**src/rtl/divider_16.sv**
```systemverilog
// divider_16: sequential signed Q2.13 divider with a fixed 19-cycle latency.
// It uses restoring radix-2 division on magnitudes, and saturates the
// quotient and flags overflow and divide-by-zero on the same valid/busy
// handshake as the 16-bit multiplier.
module divider_16 (
   input  logic        I_CLK,
   input  logic        I_RST,
   input  logic        I_VLD,
   input  logic [15:0] I_DIVIDEND,
   input  logic [15:0] I_DIVISOR,
   output logic        O_VLD,
   output logic        O_DIV_BUSY,
   output logic [15:0] O_QUOTIENT,
   output logic        O_OVF,
   output logic        O_DIV_ZERO
);

   typedef enum logic [1:0] {IDLE, LOAD, DIV, OUT} state_t;

   state_t      state, next_state;
   logic [15:0] a_reg, b_reg;
   logic [15:0] abs_b_reg;
   logic        neg_reg, dz_reg, big_reg;
   logic [16:0] rem, shreg, quot;
   logic [4:0]  cnt;

   logic [15:0] abs_a, abs_b;
   logic        big;
   logic [17:0] trial;
   logic        ge;
   logic [16:0] rem_next;
   logic        accept;

   // Next-state logic for the IDLE -> LOAD -> DIV -> OUT sequence.
   always_comb begin
      next_state = state;
      accept     = 1'b0;
      case (state)
         IDLE: if (I_VLD) begin
            accept     = 1'b1;
            next_state = LOAD;
         end
         LOAD: next_state = DIV;
         DIV:  if (cnt == 5'd16) next_state = OUT;
         OUT:  next_state = IDLE;
         default: next_state = IDLE;
      endcase
   end

   // State register; reset aborts any operation in flight.
   always_ff @(posedge I_CLK) begin
      if (I_RST) state <= IDLE;
      else       state <= next_state;
   end

   // Operand magnitudes and overflow pre-check from the captured operands.
   always_comb begin
      abs_a = a_reg[15] ? 16'(-a_reg) : a_reg;
      abs_b = b_reg[15] ? 16'(-b_reg) : b_reg;
      big   = ({4'b0, abs_a} >= {abs_b, 4'b0});
   end

   // One restoring step: shift in the next dividend bit, subtract if it fits.
   always_comb begin
      trial    = {rem, shreg[16]};
      ge       = (trial >= {2'b0, abs_b_reg});
      rem_next = ge ? 17'(trial - {2'b0, abs_b_reg}) : trial[16:0];
   end

   // Datapath: operand capture, pre-check, iteration and result formatting.
   always_ff @(posedge I_CLK) begin
      if (I_RST) begin
         a_reg      <= '0;
         b_reg      <= '0;
         abs_b_reg  <= '0;
         neg_reg    <= 1'b0;
         dz_reg     <= 1'b0;
         big_reg    <= 1'b0;
         rem        <= '0;
         shreg      <= '0;
         quot       <= '0;
         cnt        <= '0;
         O_VLD      <= 1'b0;
         O_DIV_BUSY <= 1'b0;
         O_QUOTIENT <= '0;
         O_OVF      <= 1'b0;
         O_DIV_ZERO <= 1'b0;
      end else begin
         O_VLD      <= (state == OUT);
         O_DIV_BUSY <= (state != IDLE);
         if (accept) begin
            a_reg <= I_DIVIDEND;
            b_reg <= I_DIVISOR;
         end
         if (state == LOAD) begin
            abs_b_reg <= abs_b;
            neg_reg   <= a_reg[15] ^ b_reg[15];
            dz_reg    <= (b_reg == 16'h0000);
            big_reg   <= big;
            quot      <= '0;
            cnt       <= '0;
            // The top 12 quotient bits of (|A|<<13)/|B| are zero whenever
            // the pre-check passes, so the partial remainder starts as if
            // those 12 steps had already run: it holds |A|[15:4] and only
            // the low 17 dividend bits remain to be shifted in.
            rem       <= {5'b0, abs_a[15:4]};
            shreg     <= {abs_a[3:0], 13'b0};
         end
         if (state == DIV) begin
            rem   <= rem_next;
            quot  <= {quot[15:0], ge};
            shreg <= {shreg[15:0], 1'b0};
            cnt   <= cnt + 5'd1;
         end
         if (state == OUT) begin
            if (dz_reg) begin
               O_QUOTIENT <= a_reg[15] ? 16'h8000 : 16'h7FFF;
               O_DIV_ZERO <= 1'b1;
               O_OVF      <= 1'b0;
            end else if (big_reg || (!neg_reg && quot > 17'd32767) ||
                         (neg_reg && quot > 17'd32768)) begin
               O_QUOTIENT <= neg_reg ? 16'h8000 : 16'h7FFF;
               O_DIV_ZERO <= 1'b0;
               O_OVF      <= 1'b1;
            end else begin
               O_QUOTIENT <= neg_reg ? 16'(-quot[15:0]) : quot[15:0];
               O_DIV_ZERO <= 1'b0;
               O_OVF      <= 1'b0;
            end
         end
      end
   end

endmodule

```
**config.mk**
```make
export PLATFORM = sky130hd
export DESIGN_NAME = divider_16
export DESIGN_NICKNAME = d
export VERILOG_FILES = /design/src/rtl/divider_16.sv
export SDC_FILE = /design/constraint.sdc
export NUM_CORES = 1
export LEC_CHECK = 0
export ABC_AREA = 0
export CAP_MARGIN = 20
export CORE_MARGIN = 1
export CORE_UTILIZATION = 59
export CTS_CLUSTER_SIZE = 40
export DETAILED_ROUTE_END_ITERATION = 8
export PLACE_DENSITY = 0.78
export RECOVER_POWER = 50
export REMOVE_ABC_BUFFERS = 1
export SLEW_MARGIN = 25
export SYNTH_ARGS = -nofsm -noshare
export SYNTH_HDL_FRONTEND = slang
export SYNTH_SLANG_ARGS = --single-unit
export TNS_END_PERCENT = 1
```
**constraint.sdc**
```tcl
create_clock -name I_CLK -period 4 [get_ports I_CLK]
set_input_delay 0.6 -clock I_CLK [delete_from_list [all_inputs] [get_ports I_CLK]]
set_output_delay 0.6 -clock I_CLK [all_outputs]
set_load 0.02 [all_outputs]
```
### After elaboration in Yosys (flattened, before gate mapping)

Index checks and enable logic that the tools add are counted.

* output and inout bits: 20
* word-level logic and storage cells: 66
* register bits: 128
* input port bits: 35

* mux-type cells: 24
* add/sub/neg operators: 5
* equal/unequal tests: 6
* bitwise gates (word level): 1
* magnitude comparators: 4
* reduce and logical (&&, ||, !) cells: 10

Operator list (number)
* $mux 17: 7
* $mux 16: 7
* $neg 16->16: 3
* $ge 16x20->1: 1
* $ge 18x16->1: 1
* $gt 17x15->1 const B: 1
* $gt 17x16->1 const B: 1
* $sub 17x16->17: 1
* $logic_not 16->1: 1
* $mux 5: 2
* $pmux 2 s4: 1
* $add 5x1->5 const B: 1
* $eq 5x5->1 const B: 1
* $mux 1: 5
* $eq 2x2->1 const B: 2
* $mux 2: 2
* $ne 2x2->1 const B: 2
* $reduce_bool 2->1: 2
* $eq 2x1->1 const B: 1
* $logic_and 1x1->1: 2
* $logic_not 2->1: 1
* $logic_or 1x1->1: 2
* $reduce_and 2->1: 1
* $logic_not 1->1: 1
* $xor 1x1->1: 1

### Logic depth before layout (Yosys ltp)

Gate-level depths: netlist of run 1.

* word-level depth: 6
* depth in mapped cells: 13
* mapped depth without buffers: 13

### Least setup slack after synthesis of run 1

Ideal clock, no wire load.

* path kind: register to register
* start: register a_reg[3]
* end: register big_reg
* data required time: 3.876 ns
* setup slack: 0.839 ns
* arrival: 3.037 ns
* setup time: 0.124 ns
* buffers on the path: 0
* stages on the path, launching flop included: 12
* cell sequence: dfxtp_1 -> or4_1 -> or3_1 -> o41ai_2 -> xnor2_1 -> ha_1 -> a21o_1 -> a211o_1 -> a2111oi_0 -> o21ai_0 -> o2111ai_1 -> o21ai_0

* longest elaborated chain between the ends: 3

RTL lines
* start: declaration: line 21 `logic [15:0] a_reg, b_reg;`
* start signal: assignment: line 73 `a_reg <= '0;`
* start signal: assignment: line 92 `a_reg <= I_DIVIDEND;`
* $neg 16->16: line 58 `abs_a = a_reg[15] ? 16'(-a_reg) : a_reg;`
* $mux 16 (*): line 58
* $ge 16x20->1 (*): line 60 `big = ({4'b0, abs_a} >= {abs_b, 4'b0});`
* end signal: assignment: line 99 `big_reg <= big;`
* end: declaration: line 23 `logic neg_reg, dz_reg, big_reg;`

Every way passes the cells marked *; elsewhere a longest branch is shown, timed or not.
A chain may end at the register's enable or synchronous reset.

### Worst setup path after layout of run 1

Ends and elaborated chain as after synthesis.

==> results of run 1 <==
cell usage after synthesis (8+ instances only):
master,n,area (um^2)
xor2_1,32,280
a21oi_1,83,415
a22oi_1,9,67.6
clkbuf_1,38,143
nand2_1,122,458
a211oi_1,17,128
ha_1,39,488
xnor2_1,21,184
o21ai_0,38,190
nand2b_1,9,56.3
nand3_1,30,150
nor3_1,11,55.1
inv_1,35,131
dfxtp_1,116,2320
o31ai_1,14,105
nor2_1,74,278
mux2i_1,9,90.1
o22ai_1,20,125
a21o_1,8,60.1
worst min path at each step:
stage,startpoint,cells past startpoint,slack (ns),to
6_report,shreg[13],2,0.47,shreg[13]
5_1_grt,shreg[13],2,0.50,shreg[13]
4_1_cts,shreg[13],2,0.47,shreg[13]
3_5_place_dp,shreg[13],2,0.46,shreg[13]
3_3_place_gp,shreg[13],2,0.45,shreg[13]
2_1_floorplan,shreg[13],2,0.44,shreg[13]
layout make-up:
type / instances / area (um^2)
Multi-Input combinational cell: 623 / 3850
Clock buffer: 23 / 467
Fill cell: 871 / 3100
Timing Repair Buffer: 64 / 596
Inverter: 35 / 131
Clock inverter: 9 / 150
Sequential cell: 116 / 2320
Tap cell: 140 / 175
tightest hold or removal path: cells and delay by family (launching register included):
kind / cells / cell delay, ns
DFF: 1 / 0.31
and+or+nand+nor: 1 / 0.06
AOI/OAI and AO/OA: 1 / 0.05
cell families after synthesis:
logic type | Yosys count | synth area share [%]
DFF | 116 | 35.6
adders and majority gates | 40 | 7.79
xor gates and xnor gates | 53 | 7.12
AOI/OAI and AO/OA | 228 | 22.0
muxes | 9 | 1.38
buffers and inverters | 86 | 5.39
and+or+nand+nor | 293 | 20.6
routing by layer:
metal,up-vias,GRT usage [%]
met5,-,0
li1,2972,-
met4,0,9.88
met3,22,7.84
met1,2758,35.6
met2,151,45.4
where the power goes:
part           leakage, uW  switching, uW  total, uW  internal [uW]
clock network     0.000298            519       1580           1060
registers         0.000944            206       1580           1380
logic              0.00170           2080       3360           1290
total              0.00294           2800       6530           3720
per-stage QoR:
| stage | util [%] | area [um^2] | hold WS [ns] | std cells |
|---|---|---|---|---|
| final | 71.3 | 7690 | 0.468 | 1010 |
| after global routing | 71.3 | 7690 | 0.502 | 1010 |
| after CTS | 71.4 | 7700 | 0.467 | 1010 |
| after detailed placement | 65.7 | 7090 | 0.458 | 978 |
| after global placement | 65.7 | 7090 | 0.454 | 978 |
| after floorplan | - | 6300 | 0.435 | 774 |
==> run summary, run 1 <==
status -> finished with violations
failing checks -> capacitance limit, slew limit
required time worst endpoint -> 4.41 ns
GRT overflow -> 0
initial core utilization -> 60.4%
Post-CTS Setup Inserts -> 0
register area share after synthesis -> 35.6%
drt drc -> 0
worst vdd ir -> 561 uV
RR Endpoint -> big_reg
post-route clock period utilization -> 87.0%
slowest cell on the critical path -> or4_1
Reg clk slew, reported paths -> 0.06 ns
Global Route Usage Sum -> 28.0%
most common cell after layout, fill and taps aside -> nand2_1
Clock Root Buffer -> clkbuf_8
routed wl met3 -> 746 um
vias -> 5,903
clock sink total -> 116
Cells after Synth -> 825
mapped cell area -> 6520 um^2
largest net degree at the start of global routing -> 41
Num CTS Buffers -> 17
Power Density -> 848 nW/um^2
Metal-1 WL -> 7070 um
initial antenna violation count -> 0
number of global-route vias before repair -> 5,515
Die Ht -> 107 um
CP max FO -> 6
core box area -> 10,800 um^2
FMAX -> 287 MHz
average size of a mapped cell -> 7.90 um^2
ratio of cells with drive above 1 in the final layout -> 5.75%
fin. max-slew vios -> 76
# rows -> 38
H-Tree Depth -> 4
post-synth cell types -> 60
unrepaired setup endpoints after global routing -> no
number of synthesized flops with an enable pin -> 0
pre-CTS setup slack -> 0.560 ns
RePlAce Congestion -> 0.906
relative slew slack -> -24.3%
setup_tns -> 0 ns
element type at the critical path end -> register
Synth Register Bits -> 116
Clock Skew -> 0.00620 ns
Worst-Skew Late Latency -> 0.54 ns
CP Capture Point -> big_reg
crit-path cells -> or4_1 -> or3_1 -> o41ai_2 -> xnor2_1 -> ha_1 -> a21o_1 -> a211o_1 -> a2111oi_0 -> o21ai_0 -> o2111ai_1 -> o21ai_0
R2R setup slack -> 0.52 ns
Post-DRT Antenna Nets -> 0
most frequent cells in the layout -> 121 x nand2_1, 116 x dfxtp_1, 83 x a21oi_1
number of diodes -> 0
crit path buf inv count -> 0
fin worst setup slack -> 0.521 ns
most frequent CP cell -> o21ai_0
CTS Hold Bufs -> 0
chip width -> 107 um
Most used DFF post-synth -> dfxtp_1
Final Hold Viols -> 0
Critical path origin -> a_reg[3]
total wire length -> 15,300 um
Area growth syn-to-layout -> 18.0%
Stages on worst setup path -> 11
Die ar. -> 11,500 um^2
1st-pass router iterations -> 6
Crit path largest cell delay -> 0.56 ns
minimum clock period -> 3.48 ns
worst slew pin tran -> 1.86 ns
first-pass GRT wire length -> 25,400 um
total power -> 6530 uW
# IOs -> 55
TritonCTS clock tree -> yes
Clock Tree Buf Depth -> 2
critical path arrival -> 3.89 ns
final setup fails -> 0
P_leak -> 0.00294 uW
Final HPWL DP -> 10,800 um
Port Buf Inserts -> 54
routed wl met2 -> 7270 um
post-CTS sizing -> 0
Initial DRC Count -> 442
Max-Cap Viols -> 2
Total Nets Final -> 932
R2R depth -> 11
Avg WL per Cell -> 15.2 um
yosys warns -> 0
drt via density -> 5.84
kind of critical path -> register to register
delay-heaviest family, CP -> compound AO/OA/AOI/OAI gates
fraction of registers with async set or reset after synthesis -> 0%
uppermost layer routed -> met4
Regs by FF count -> quot x17, rem x17
r2r startpoint -> a_reg[3]
CP startpoint kind -> register
worst min path class -> register to register
No activity file was read; power rests on OpenSTA's default activity.
==> run 2, diff against run 1 <==
--- a/config.mk
+++ b/config.mk
@@ -14,6 +14,7 @@
 export PLACE_DENSITY = 0.78
 export RECOVER_POWER = 50
 export REMOVE_ABC_BUFFERS = 1
+export SKIP_CTS_REPAIR_TIMING = 1
 export SLEW_MARGIN = 25
 export SYNTH_ARGS = -nofsm -noshare
 export SYNTH_HDL_FRONTEND = slang
==> results of run 2 <==
Same layout as run 1: the final DEF is identical, and so are final timing and power.
==> edit 1 (config.mk and constraints of run 1) <==
Add an input register stage for `I_VLD`, `I_DIVIDEND` and `I_DIVISOR`; this delays them by one clock.
--- a/src/rtl/divider_16.sv
+++ b/src/rtl/divider_16.sv
@@ -18,2 +18,12 @@
    typedef enum logic [1:0] {IDLE, LOAD, DIV, OUT} state_t;
+
+   logic I_VLD_q;
+   logic [15:0] I_DIVIDEND_q;
+   logic [15:0] I_DIVISOR_q;
+
+   always_ff @(posedge I_CLK) begin
+      I_VLD_q      <= I_VLD;
+      I_DIVIDEND_q <= I_DIVIDEND;
+      I_DIVISOR_q  <= I_DIVISOR;
+   end
 
@@ -38,3 +48,3 @@
       case (state)
-         IDLE: if (I_VLD) begin
+         IDLE: if (I_VLD_q) begin
             accept     = 1'b1;
@@ -91,4 +101,4 @@
          if (accept) begin
-            a_reg <= I_DIVIDEND;
-            b_reg <= I_DIVISOR;
+            a_reg <= I_DIVIDEND_q;
+            b_reg <= I_DIVISOR_q;
          end
Check against the original RTL: not equivalent (Yosys sat finds a counterexample within 4 cycles, from zero or initial values and one cycle with I_RST high).
==> edit 1 against run 1 <==
  * The flow still finishes with violations (capacitance limit, slew limit)
  * Cell area increased by 9.9%
  * Critical path type unchanged
  * Critical endpoint is now rem[5]
  * Wire length is 8.9% higher
  * Sequential cell count grew 33
  * Sequential share of layout area grew 5.1 points
  * Non-clock buffer count decreased by 1
  * Area after synthesis is 11% higher
  * Highest routed layer unchanged
  * Largest cell class unchanged
  * Worst hold slack worse by 0.038 ns
  * Worst setup slack improved by 0.27 ns
  * Count of clock-buffer cells in the layout fell by 4
  * Total power rose by 5.4%
==> edit 1: results (changes against run 1) <==
Placement
  – Placed standard-cell area: 7843 sq um (+11%)
  – Setup WS pre-CTS: 0.8732 ns (+0.3130 ns)

Yosys
  – Complex-gate fraction of the synthesized area: 19.45% (-2.6 points)
  – Mux cell area share after synthesis: 1.792% (+0.41 points)
  – Sequential-to-total area share from yosys stat: 41.08% (+5.5 points)
  – Post-Synth Adder-Cell Area: 6.995% (-0.80 points)
  – Top post-synthesis cells by area: dfxtp_1 (41%), a21oi_1 (7.9%), ha_1 (6.7%)
  – Most frequent cells after synthesis: dfxtp_1 (149), a21oi_1 (114), nand2_1 (98)

Setup path
  – Crit path max-delay cell type: a21oi_2
  – Critical Path Max Stage Delay: 0.73 ns (+0.17 ns)
  – RR Startpoint: shreg[16]

Pwr
  – Lkg Pwr: 0.003237 uW (+10%)
  – Reg power frac: 27.8% (+3.5 points)
  – Sw Ratio: 41.72% (-1.2 points)
  – Gate power share: 48.4% (-3.2 points)
  – Internal power: 4007 uW (+7.6%)
  – Worst vdd ir: 0.6285 mV (+12%)

Final layout
  – ClkCell Share: 7.167% (-0.85 points)
  – Layout cells sized above 1: 5.367% (-0.38 points)
  – Final sequential cell count: 149 (+28%)
  – Multi-input logic cell count: 634 (+1.8%)
  – Fraction of area in registers: 35.30% (+5.1 points)
  – Multi-input gate area: 3944 sq um (+2.4%)
  – Area Growth Syn to Fin: 16.35%
  – Non-clk buf share: 7.123% (-0.62 points)
  – Clk_buf instances: 19 (-17%)
  – Nets: 975 (+4.6%)

Hold path
  – Hold_sp: I_DIVISOR_q[5]
  – Worst Hold End: b_reg[5]

Timing
  – Final clock skew: 0.01391 ns (+0.007709 ns)
  – Slew Viols, Final: 33 (-57%)

Outcome
  – Status: complete, but fails checks
  – Failing checks: capacitance limit, slew limit

Drt
  – WL/cell: 15.75 um (+3.8%)
  – DR iter-0 viols: 413 (-6.6%)
  – Wirelength, routed: 16690 um (+8.9%)

Clocking
  – Worst-Skew Late Latency: 0.43 ns (-0.11 ns)
  – Root Buffer: clkbuf_16

Floorplan
  – # rows: 40 (+5.3%)

Global routing
  – Largest net degree at the start of global routing: 69 (+68%)

Job
  – Max cap viols: 1 (-1)
==> edit 1: changes by cell type in the layout (fill, tap and decap cells not counted), sizes merged, moves of 13 or more <==
cell and delta:
nand2b +18, dlygate4sd3 +33, nand2 -24, xor2 -14, nor2 -13, dfxtp +33
xnor2 +14, a21oi +30, clkdlybuf4s50 -33
==> edit 1: how the worst max path moves through the flow <==
| stage | endpoint | from | cells after the start |
|---|---|---|---|
| floorplan | rem[7] | abs_b_reg[3] | 10 |
| global placement | rem[5] | abs_b_reg[3] | 11 |
| detailed placement | rem[5] | shreg[16] | 12 |
| CTS | rem[5] | shreg[16] | 12 |
| global route | rem[5] | abs_b_reg[3] | 11 |
| finish | rem[5] | shreg[16] | 12 |
==> edit 1: routing by layer <==
metal / part of all wire (%) / up-vias / wire (um) / track usage (%)
li1: - / 3102 / - / -
met1: 45 / 2923 / 7520 / 33.67
met2: 49 / 141 / 8096 / 46.67
met3: 4.1 / 28 / 688 / 5.249
met4: 2.3 / 0 / 384 / 11.75
met5: 0 / - / 0 / 0
==> edit 2 (flow settings as in run 1) <==
Made on the original files. Make the reset (`I_RST`) asynchronous in 2 clocked blocks.
--- a/src/rtl/divider_16.sv
+++ b/src/rtl/divider_16.sv
@@ -50,3 +50,3 @@
    // State register; reset aborts any operation in flight.
-   always_ff @(posedge I_CLK) begin
+   always_ff @(posedge I_CLK or posedge I_RST) begin
       if (I_RST) state <= IDLE;
@@ -70,3 +70,3 @@
    // Datapath: operand capture, pre-check, iteration and result formatting.
-   always_ff @(posedge I_CLK) begin
+   always_ff @(posedge I_CLK or posedge I_RST) begin
       if (I_RST) begin
Behaviour: differs if I_RST is asserted again (counterexample within 4 cycles, from zero or initial values and one cycle with I_RST high); with I_RST held inactive, the same outputs for 10 cycles.
==> edit 2 against run 1 <==
  * The run ends with DRC, capacitance limit, slew limit left
  * Wire length increased by 6.4%
  * Final cell count fell by 5.8%
  * Global-route usage up 0.19 points
  * Total power rose by 23%
  * Critical endpoint is now rem[0]
  * Sequential cell count stayed put
  * Synthesized cell count fell by 9.5%
  * Cell area up 7.0%
  * Combinational power is 32% higher
  * Clock skew grew 0.0016 ns
  * Die area grew 7.8%
  * Worst setup slack improved by 0.37 ns
  * Area after synthesis grew 7.9%
==> edit 2: results (changes against run 1) <==
Outcome
  – Status: complete, but fails checks
  – Failing checks: DRC, capacitance limit, slew limit

Clocking
  – Post-CTS Hold Buffers: 0 (unchanged)
  – Post-CTS Resized: 0 (unchanged)
  – Root Buffer: clkbuf_16
  – Worst-Skew Late Latency: 0.42 ns (-0.12 ns)
  – H-Tree Depth: 4 (unchanged)
  – Num CTS Buffers: 17 (unchanged)
  – Clock slew at reported path FFs: 0.05 ns
  – Setup bufs post-CTS: 0 (unchanged)
  – Clock Path Buffers: 2 (unchanged)

Yosys
  – Mux cell area share after synthesis: 7.896% (+6.5 points)
  – Most frequent cells after synthesis: dfrtp_1 (116), inv_1 (56), nor2_1 (54)
  – Synth unique cells: 66 (+10%)
  – Async SR Flop Fraction: 100.0% (+100 points)
  – Sequential-to-total area share from yosys stat: 41.26% (+5.6 points)
  – Top post-synthesis cells by area: dfrtp_1 (41%), ha_1 (6.9%), mux2_2 (5.8%)
  – Post-Synth Adder-Cell Area: 7.220% (-0.57 points)
  – Synth Area in XOR/XNOR: 5.851% (-1.3 points)
  – Yosys warnings: 0 (unchanged)
  – Complex-gate fraction of the synthesized area: 17.52% (-4.5 points)

Setup path
  – Max FO, Critical Path: 18 (+12)
  – Crit path DAT: 3.41 ns (-0.48 ns)
  – Reg2Reg Depth: 9 (-2)

Global routing
  – First-pass GRT wire length: 27640 um (+8.6%)
  – Initial antenna violation count: 0 (unchanged)
  – Largest net degree at the start of global routing: 82 (+100%)
  – Vias in the first global route: 5625 (+2.0%)
  – GR Util All Layers: 28.23% (+0.19 points)

Placement
  – DP HPWL: 11810 um (+8.9%)
  – Setup WS pre-CTS: 0.9268 ns (+0.3665 ns)
  – # port buffers: 54 (unchanged)
  – Placed standard-cell area: 7669 sq um (+8.2%)
  – Placer Congestion: 0.9205 (+1.6%)

Hold path
  – Hold crit path type: reg -> reg
  – Hold Path Stages: 1 (-1)

Pwr
  – Lkg Pwr: 0.003684 uW (+25%)
  – Worst vdd ir: 0.5202 mV (-7.3%)

Drt
  – Average vias per placed instance: 6.028 (+3.1%)
  – Wirelength, routed: 16300 um (+6.4%)
  – DR iter-0 viols: 424 (-4.1%)
  – DR pass1 iterations: 7 (+1)
  – DRC: 6 (+6)

Final layout
  – Biggest regs: quot x17, rem x17
  – Nets: 871 (-6.5%)
  – # fillers: 901 (+3.4%)
  – Layout cells sized above 1: 10.40% (+4.6 points)
  – N_diodes: 0 (unchanged)

Job
  – Max cap viols: 2 (unchanged)

Timing
  – Final clock skew: 0.007754 ns (+0.001558 ns)
  – Transition time of the tightest slew-check pin: 1.765 ns (-0.09983 ns)
  – Slew Viols, Final: 115 (+51%)
-- edit 2: cell type report --
class                   count  area [sq um]  area share (%)
clock buffers              21         470.5           5.715
clock inverters            10         106.4           1.292
inverters                  56         214.0           2.599
multi-input cells         543          3774           45.84
flip-flops and latches    116          2903           35.26
well taps                 143         178.9           2.174
repair buffers             62         585.6           7.114
-- edit 2: report_power, final --
| group | switching [uW] | internal (uW) |
|---|---|---|
| Combinational | 2500 | 1930 |
| Sequential | 498 | 1650 |
| Clock | 520 | 954 |
-- edit 2: layer usage --
metal | up-vias | track usage [%] | wire length (um)
met3 | 29 | 6.834 | 813
met1 | 2770 | 38.20 | 7627
met2 | 167 | 44.38 | 7557
met4 | 0 | 9.820 | 300
li1 | 2767 | - | -
met5 | - | 0 | 0
-- edit 2: metrics by stage --
stage          hold WS [ns]  cells  utilization, %
4_1_cts              0.4927    951           71.60
2_1_floorplan        0.4496    715               -
5_1_grt              0.4974    951           71.48
3_5_place_dp         0.4830    920           66.59
3_3_place_gp         0.4710    920           66.59
6_report             0.4925    951           71.48
-- edit 2: final timing paths --
| check | slack (ns) | start | end |
|---|---|---|---|
| worst min register to register | 0.49 | shreg[13] | shreg[13] |
| worst max-delay path | 0.89 | abs_b_reg[0] | rem[0] |
| worst min-delay path | 0.49 | shreg[13] | shreg[13] |
| min in group asynchronous | 1.14 | I_RST | abs_b_reg[15] |
| max in group asynchronous | 1.19 | I_RST | O_QUOTIENT[13] |
| worst max register to register | 0.89 | abs_b_reg[0] | rem[0] |
-- edit 2: worst max-delay path, stage by stage, from the launching register on --
cell	delay, ns
dfrtp_1	0.39
ha_1	0.23
fa_1	0.41
nand2b_1	0.19
a21oi_1	0.23
nor2_1	0.08
o21ai_0	0.52
a31oi_4	0.39
mux2i_1	0.21
a221o_1	0.35
